==> src/rtl/fetch_stage.sv <==
// Fetch stage of a five-stage Y86-64 style pipeline.
// Selects the fetch PC (branch-mispredict / return redirects take priority
// over the predicted PC), splits and aligns the instruction bytes, computes
// valC / valP / status, predicts the next PC and loads the D pipeline register.
module fetch_stage #(
    parameter logic [63:0] RESET_PC = 64'h0
) (
    input  logic        clk_i,
    input  logic        rst_i,
    input  logic        F_stall_i,
    input  logic        D_stall_i,
    input  logic        D_bubble_i,
    input  logic [3:0]  M_icode_i,
    input  logic        M_cnd_i,
    input  logic [63:0] M_valA_i,
    input  logic [3:0]  W_icode_i,
    input  logic [63:0] W_valM_i,
    input  logic [79:0] instr_i,
    input  logic        imem_error_i,
    output logic [63:0] f_pc_o,
    output logic [63:0] f_predPC_o,
    output logic [2:0]  D_stat_o,
    output logic [3:0]  D_icode_o,
    output logic [3:0]  D_ifun_o,
    output logic [3:0]  D_rA_o,
    output logic [3:0]  D_rB_o,
    output logic [63:0] D_valC_o,
    output logic [63:0] D_valP_o
);

    // Instruction codes
    localparam logic [3:0] I_HALT   = 4'h0;
    localparam logic [3:0] I_NOP    = 4'h1;
    localparam logic [3:0] I_RRMOVQ = 4'h2;
    localparam logic [3:0] I_IRMOVQ = 4'h3;
    localparam logic [3:0] I_RMMOVQ = 4'h4;
    localparam logic [3:0] I_MRMOVQ = 4'h5;
    localparam logic [3:0] I_OPQ    = 4'h6;
    localparam logic [3:0] I_JXX    = 4'h7;
    localparam logic [3:0] I_CALL   = 4'h8;
    localparam logic [3:0] I_RET    = 4'h9;
    localparam logic [3:0] I_PUSHQ  = 4'hA;
    localparam logic [3:0] I_POPQ   = 4'hB;

    localparam logic [3:0] F_NONE   = 4'h0;
    localparam logic [3:0] REG_NONE = 4'hF;

    // Status codes
    localparam logic [2:0] STAT_AOK = 3'd1;
    localparam logic [2:0] STAT_HLT = 3'd2;
    localparam logic [2:0] STAT_ADR = 3'd3;
    localparam logic [2:0] STAT_INS = 3'd4;

    // ------------------------------------------------------------------
    // Instruction byte unpacking
    // ------------------------------------------------------------------
    logic [7:0]  instr_byte [0:9];
    logic [63:0] valc_after_regs;   // bytes 2..9, little-endian
    logic [63:0] valc_after_op;     // bytes 1..8, little-endian

    genvar gi;
    generate
        for (gi = 0; gi < 10; gi++) begin : g_bytes
            assign instr_byte[gi] = instr_i[8*gi +: 8];
        end
        for (gi = 0; gi < 8; gi++) begin : g_valc
            assign valc_after_regs[8*gi +: 8] = instr_byte[gi+2];
            assign valc_after_op[8*gi +: 8]   = instr_byte[gi+1];
        end
    endgenerate

    // ------------------------------------------------------------------
    // Pipeline state
    // ------------------------------------------------------------------
    logic [63:0] f_predpc_reg, f_predpc_next;
    logic [2:0]  d_stat_reg,  d_stat_next;
    logic [3:0]  d_icode_reg, d_icode_next;
    logic [3:0]  d_ifun_reg,  d_ifun_next;
    logic [3:0]  d_ra_reg,    d_ra_next;
    logic [3:0]  d_rb_reg,    d_rb_next;
    logic [63:0] d_valc_reg,  d_valc_next;
    logic [63:0] d_valp_reg,  d_valp_next;

    // ------------------------------------------------------------------
    // Fetch-stage combinational signals
    // ------------------------------------------------------------------
    logic [63:0] f_pc;
    logic [3:0]  f_icode;
    logic [3:0]  f_ifun;
    logic [3:0]  f_ra;
    logic [3:0]  f_rb;
    logic        need_regids;
    logic        need_valc;
    logic        instr_valid;
    logic [63:0] f_valc;
    logic [63:0] f_valp;
    logic [2:0]  f_stat;
    logic [63:0] f_pred;

    // Fetch PC: a not-taken jump in M was mispredicted, so fall through to
    // its valA; a ret in W supplies the return address; otherwise predicted.
    always_comb begin
        f_pc = f_predpc_reg;
        if (M_icode_i == I_JXX && !M_cnd_i) begin
            f_pc = M_valA_i;
        end else if (W_icode_i == I_RET) begin
            f_pc = W_valM_i;
        end
    end

    // Split byte 0 into icode/ifun; an address error turns the fetch into a nop
    always_comb begin
        f_icode = instr_byte[0][7:4];
        f_ifun  = instr_byte[0][3:0];
        if (imem_error_i) begin
            f_icode = I_NOP;
            f_ifun  = F_NONE;
        end
    end

    // Decode which optional fields the instruction carries
    always_comb begin
        need_regids = 1'b0;
        need_valc   = 1'b0;
        case (f_icode)
            I_RRMOVQ, I_OPQ, I_PUSHQ, I_POPQ: need_regids = 1'b1;
            I_IRMOVQ, I_RMMOVQ, I_MRMOVQ: begin
                need_regids = 1'b1;
                need_valc   = 1'b1;
            end
            I_JXX, I_CALL: need_valc = 1'b1;
            default: begin
                need_regids = 1'b0;
                need_valc   = 1'b0;
            end
        endcase
    end

    // Register specifiers default to "no register" when absent
    always_comb begin
        f_ra = REG_NONE;
        f_rb = REG_NONE;
        if (need_regids) begin
            f_ra = instr_byte[1][7:4];
            f_rb = instr_byte[1][3:0];
        end
    end

    // Constant word follows the register byte if there is one
    always_comb begin
        f_valc = 64'h0;
        if (need_valc) begin
            f_valc = need_regids ? valc_after_regs : valc_after_op;
        end
    end

    // Fall-through PC; plain 64-bit add so it wraps naturally
    always_comb begin
        f_valp = f_pc + 64'd1 + {63'd0, need_regids} + {60'd0, need_valc, 3'b000};
    end

    // Instruction status, highest-severity condition first
    always_comb begin
        instr_valid = (f_icode <= I_POPQ);
        if (imem_error_i) begin
            f_stat = STAT_ADR;
        end else if (!instr_valid) begin
            f_stat = STAT_INS;
        end else if (f_icode == I_HALT) begin
            f_stat = STAT_HLT;
        end else begin
            f_stat = STAT_AOK;
        end
    end

    // Jumps are predicted taken and calls go to their target
    always_comb begin
        f_pred = (f_icode == I_JXX || f_icode == I_CALL) ? f_valc : f_valp;
    end

    // Next predicted PC: hold while fetch is stalled
    always_comb begin
        f_predpc_next = F_stall_i ? f_predpc_reg : f_pred;
    end

    // D register next value: stall beats bubble, bubble beats normal load
    always_comb begin
        d_stat_next  = d_stat_reg;
        d_icode_next = d_icode_reg;
        d_ifun_next  = d_ifun_reg;
        d_ra_next    = d_ra_reg;
        d_rb_next    = d_rb_reg;
        d_valc_next  = d_valc_reg;
        d_valp_next  = d_valp_reg;
        if (!D_stall_i) begin
            if (D_bubble_i) begin
                d_stat_next  = STAT_AOK;
                d_icode_next = I_NOP;
                d_ifun_next  = F_NONE;
                d_ra_next    = REG_NONE;
                d_rb_next    = REG_NONE;
                d_valc_next  = 64'h0;
                d_valp_next  = 64'h0;
            end else begin
                d_stat_next  = f_stat;
                d_icode_next = f_icode;
                d_ifun_next  = f_ifun;
                d_ra_next    = f_ra;
                d_rb_next    = f_rb;
                d_valc_next  = f_valc;
                d_valp_next  = f_valp;
            end
        end
    end

    // Predicted-PC register; reset takes effect immediately
    always_ff @(posedge clk_i or posedge rst_i) begin
        if (rst_i) begin
            f_predpc_reg <= RESET_PC;
        end else begin
            f_predpc_reg <= f_predpc_next;
        end
    end

    // D pipeline register; reset loads a bubble immediately
    always_ff @(posedge clk_i or posedge rst_i) begin
        if (rst_i) begin
            d_stat_reg  <= STAT_AOK;
            d_icode_reg <= I_NOP;
            d_ifun_reg  <= F_NONE;
            d_ra_reg    <= REG_NONE;
            d_rb_reg    <= REG_NONE;
            d_valc_reg  <= 64'h0;
            d_valp_reg  <= 64'h0;
        end else begin
            d_stat_reg  <= d_stat_next;
            d_icode_reg <= d_icode_next;
            d_ifun_reg  <= d_ifun_next;
            d_ra_reg    <= d_ra_next;
            d_rb_reg    <= d_rb_next;
            d_valc_reg  <= d_valc_next;
            d_valp_reg  <= d_valp_next;
        end
    end

    assign f_pc_o     = f_pc;
    assign f_predPC_o = f_predpc_reg;
    assign D_stat_o   = d_stat_reg;
    assign D_icode_o  = d_icode_reg;
    assign D_ifun_o   = d_ifun_reg;
    assign D_rA_o     = d_ra_reg;
    assign D_rB_o     = d_rb_reg;
    assign D_valC_o   = d_valc_reg;
    assign D_valP_o   = d_valp_reg;

endmodule

==> config.mk <==
export PLATFORM = sky130hd
export DESIGN_NAME = fetch_stage
export DESIGN_NICKNAME = d
export VERILOG_FILES = /design/src/rtl/fetch_stage.sv
export SDC_FILE = /design/constraint.sdc
export NUM_CORES = 1
export LEC_CHECK = 0
export CORE_AREA = 2 2 196 198
export CTS_BUF_LIST = sky130_fd_sc_hd__clkbuf_8
export DETAILED_ROUTE_END_ITERATION = 8
export DIE_AREA = 0 0 198 200
export GPL_TIMING_DRIVEN = 0
export MAX_ROUTING_LAYER = met4
export PLACE_DENSITY = 0.77
export SKIP_CTS_REPAIR_TIMING = 1
export SYNTH_ARGS = -nofsm -noshare
export SYNTH_HDL_FRONTEND = slang
export SYNTH_SLANG_ARGS = --single-unit
==> constraint.sdc <==
create_clock -name clk_i -period 19.8 [get_ports clk_i]
set_input_delay 2.97 -clock clk_i [delete_from_list [all_inputs] [get_ports clk_i]]
set_output_delay 2.97 -clock clk_i [all_outputs]
set_load 0.01 [all_outputs]
### Word-level counts from Yosys, hierarchy flattened

Cells that the tools add are included.

| word-level totals | value |
|---|---|
| register bits after elaboration | 211 |
| output and inout port bits | 275 |
| word-level logic and storage cells | 50 |

| operators by class | value |
|---|---|
| add/sub/neg operators | 3 |
| $lt $le $gt $ge | 1 |
| eq/ne operators | 11 |
| multiplexer cells | 21 |
| reductions and logical operators | 6 |

Operators by type and width:

| kind | number |
|---|---|
| 64-bit 2-to-1 mux | 7 |
| 64-bit by 1-bit adder with 64-bit output | 1 |
| 64-bit by 1-bit adder with 64-bit output, second input constant | 1 |
| 64-bit by 4-bit adder with 64-bit output | 1 |
| 4-bit 2-to-1 mux | 8 |
| 4-bit by 3-bit equality test with 1-bit output, second input constant | 5 |
| 4-bit equality test, second input constant | 4 |
| 3-bit 2-to-1 mux | 3 |
| 4-bit by 2-bit equality test with 1-bit output, second input constant | 2 |
| 7-bit OR reduction | 1 |
| 5-bit OR reduction | 1 |
| 4-bit <= comparator, second input constant | 1 |
| 4-bit logical NOT | 1 |
| 1-bit 2-to-1 mux | 2 |
| 2-bit 2-to-1 mux | 1 |
| 1-bit logical AND | 1 |
| 1-bit logical NOT | 1 |
| 1-bit logical OR | 1 |

### Logic depth before layout (Yosys ltp)

| depth | value |
|---|---|
| depth in word-level cells | 7 |
| gate-level depth with buffers | 21 |

### Worst setup path before layout

OpenSTA, ideal clock, no wires.

| timing | value |
|---|---|
| path type | input port to output port |
| start point | input port M_icode_i[1] |
| end point | output port f_pc_o[45] |
| arrival time | 5041 ps |
| required time | 16830 ps |
| path slack | 11789 ps |
| stages on the path | 11 |
| buffers on the path | 7 |
| cells stage by stage | and4b_1 nand2b_2 buf_6 buf_6 buf_4 buf_2 buf_2 buf_2 buf_1 nor2_1 a31oi_1 |

| on the way | value |
|---|---|
| cells in the longest elaborated chain, start to end | 3 |

RTL lines:

| what | RTL line | source |
|---|---|---|
| from (decl) | 13 | `input logic [3:0] M_icode_i,` |
| 4-bit by 3-bit equality test with 1-bit output | 104 | `if (M_icode_i == I_JXX && !M_cnd_i) begin` |
| 1-bit logical AND | 104 |  |
| 64-bit 2-to-1 mux | 104 |  |
| to (decl) | 20 | `output logic [63:0] f_pc_o,` |

Every way passes these cells.

### Final worst setup path

| timing | value |
|---|---|
| start point | input port W_icode_i[1] |
| end point | output port f_pc_o[45] |

| on the way | value |
|---|---|
| cells in the longest elaborated chain, start to end | 3 |

RTL lines:

| what | RTL line | source |
|---|---|---|
| from (decl) | 16 | `input logic [3:0] W_icode_i,` |
| 4-bit equality test | 106 | `end else if (W_icode_i == I_RET) begin` |
| 64-bit 2-to-1 mux | 106 |  |
| 64-bit 2-to-1 mux | 104 |  |

Every way passes these cells.

==> results.yml <==
clock_tree:
  cts_made_buffers: 41
  clockBufferDepth: 3
  cts_max_level: 2
  clk_pin_slew_ns: 0.06
  clkLatencyLatePin_ns: 0.59
  clock-sinks: 211
  root_buffer: "clkbuf_8"
  cts_tree: "yes"
synthesis:
  yosys-top-cells-area: "dfrtp_1 (39%), nand2_1 (11%), a22o_1 (5.9%)"
  synthFlopType: "dfrtp_1"
  synth_simple_gate_area_frac: 0.246
  muxShareOfSynthArea: 0.0488
  synth-xor-area-share: 0.0276
  ys_warn_count: 0
  syn_area_per_cell_sq_um: 8.26
  synth-edff-count: 0
  yosysUniqueCellTypes: 67
  synth_top_family_by_area: "simple AND/OR/NAND/NOR gates"
  synth_top_area_cell: "dfrtp_1"
  mappedNetlistNets: 1804
  synthAdderAreaFrac: 0.00384
  synth-compound-area-share: 0.216
  syn_area_sq_um: 13000
  synth_top_area_share: 0.386
  synth-seq-cells: 211
  postSynthCellCount: 1577
  seq_area_frac_synth: 0.406
  synthArstFlopShare: 1.00
routing:
  route.vias.total: 16000
  drt-initial-drc-count: 1559
  postRouteAntennaNets: 0
  vias_per_cell: 5.99
  post_drt_wl_per_cell_um: 29.9
  drcViolationCount: 0
  postRouteWirelength_um: 79700
  dr.pass1.iters: 6
global_route:
  grt_pass1_vias: 15600
  grt_pass1_wl_um: 110000
  grtUsageTotal: 0.406
  overflow: 0
  antenna_found_initial: 8
  grt_max_degree: 119
cells_and_area:
  syn_to_final_growth_pct: 50.2
  fillers: 3581
  layout_common_cells: "clkdlybuf4s50_1 (493), nand2_1 (370), dfrtp_1 (201)"
  stdcell_area_sq_um: 19600
  post-route-util: 0.523
  layout-drive-gt1-share: 0.0722
  final_common_cell: "clkdlybuf4s50_1"
  nNetsFinal: 2341
timing:
  finalMaxSlewViolations: 0
  finClkSkew_ns: 0.0245
  fin_crit_ns: 11.05
  setup_violations: 0
  relSlewSlack: 0.0587
  hold_viol_final: 0
  grt_setup_unrepaired: "false"
  fmax_ghz: 0.0905
  hold_ws_ns: 0.466
  worst_slew_pin_slew_ns: 1.40
  worst_slack_ns: 8.75
  finalCritPeriodShare: 0.558
  fin_setup_tns_ns: 0
critical_path:
  path_cells: "clkdlybuf4s50_1 -> and4bb_1 -> buf_4 -> buf_6 -> buf_6 -> buf_4 -> buf_4 -> clkbuf_1 -> buf_1 -> nand2_1 -> a31oi_1 -> clkdlybuf4s50_1"
  worst_ep_arrival_time_ns: 8.08
  crit_slowest_cell: "clkbuf_1"
  cp.required_ns: 16.83
  slowest_delay_ns: 0.86
  start_kind: "primary input"
  crit_top_cell: "buf_4"
  critPathKind: "primary input to output pin"
  cp_max_fo: 10
  crit_path_end_kind: "output pin"
hold_path:
  hold_path.class: "flop to flop"
place:
  hpwl_um: 62400
  dpl_worst_slack_ns: 9.02
  port_buffers: 493
  placed_cell_area_sq_um: 18600
  place_congestion: 1.03
floorplan:
  row_count: 71
  die-height_um: 200
  dieArea_sq_um: 39600
  ioPinCount: 498
  start_util: 0.348
  core_area_sq_um: 37400
  dieWidth_um: 198
power:
  leakagePower_nw: 8.21
  p_per_area_nw_per_um2: 83.5
  peakVddDrop_v: 0.0000408
status:
  outcome: "finished, final reports clean"
flow_run:
  cap_violations: 0
==> registers in the layout, summed over array words and instances, names as in the netlist <==
signal	count
D_icode_o	4
D_stat_o	3
D_valC_o	64
D_rB_o	4
D_valP_o	64
f_predPC_o	64
D_rA_o	4
D_ifun_o	4
==> synth_stat cells (all sizes together) (3+ instances only) <==
library cell	number
nand2	370
dfrtp	201
a21oi	115
nor2	96
a22o	88
clkbuf	82
o21ai	61
nand3	57
nor3	54
mux2i	50
a31oi	43
buf	38
inv	36
xnor2	36
nor4	26
nand4	22
a221o	16
o22ai	16
a22oi	15
or3	13
mux2	12
or4	12
and3	10
dfstp	10
o211ai	10
a31o	9
o31ai	9
a211oi	8
a21o	6
nor4b	6
and2	5
or2	5
xor2	5
a311oi	4
ha	4
nand2b	4
a32o	3
o21a	3
==> critical path, delay by kind of cell <==
kind	cells	cell delay (ns)
buffers and inverters	9	4.03
AOI/OAI and AO/OA	1	0.65
and+or+nand+nor	2	0.40
==> per-stage QoR <==
step / total power [W] / instances
final: 0.00163 / 2666
after global routing: 0.00169 / 2666
after CTS: 0.00162 / 2658
after detailed placement: 0.00114 / 2582
after global placement: 0.00113 / 2581
after floorplan: 0.000781 / 1577
==> final cells by class <==
type / instances / area (sq um) / area share
multi-input cells: 1210 / 7060 / 0.361
flip-flops and latches: 211 / 5290 / 0.271
repair buffers: 494 / 4960 / 0.254
clock buffers: 57 / 785 / 0.0401
well taps: 511 / 639 / 0.0327
plain buffers: 120 / 539 / 0.0276
inverters: 36 / 143 / 0.00729
clock inverters: 19 / 119 / 0.00608
diodes: 8 / 20.0 / 0.00102
==> power breakdown <==
group | total (W) | internal (W) | switching [W]
sequential | 0.000554 | 0.000485 | 0.0000695
combinational | 0.000591 | 0.000274 | 0.000317
clock | 0.000487 | 0.000271 | 0.000216
==> cell families (layout without fill, tap and decap cells) <==
logic type,count (synthesis),count (layout)
xor gates and xnor gates,41,41
AOI/OAI and AO/OA,412,412
muxes,62,62
DFF,211,211
adders and majority gates,4,4
and+or+nand+nor,691,691
other,0,8
buffers and inverters,156,726
==> path summary, 6_finish.rpt <==
path	startpoint	end	slack, ns	cells past startpoint
worst min-delay path	D_rB_o[0]$_DFFE_PP1N_	D_rB_o[0]$_DFFE_PP1N_	0.47	2
worst max-delay path	W_icode_i[1]	f_pc_o[45]	8.75	12
worst max register to register	f_predPC_o[3]$_DFFE_PP0N_	f_predPC_o[31]$_DFFE_PP0N_	15.39	11
min in group asynchronous	rst_i	D_ifun_o[1]$_DFFE_PP0N_	2.88	2
max in group asynchronous	rst_i	D_valP_o[23]$_DFFE_PP0N_	15.79	3
worst min register to register	D_rB_o[0]$_DFFE_PP1N_	D_rB_o[0]$_DFFE_PP1N_	0.47	2
==> layer usage <==
metal,routed length (um),share of wire,up-vias,track usage
li1,-,-,6777,-
met2,36100,0.45,1189,0.634
met3,8970,0.11,248,0.112
met5,0,0,-,-
met1,29500,0.37,7757,0.472
met4,5070,0.064,0,0.232
(Power assumes the default switching activity.)
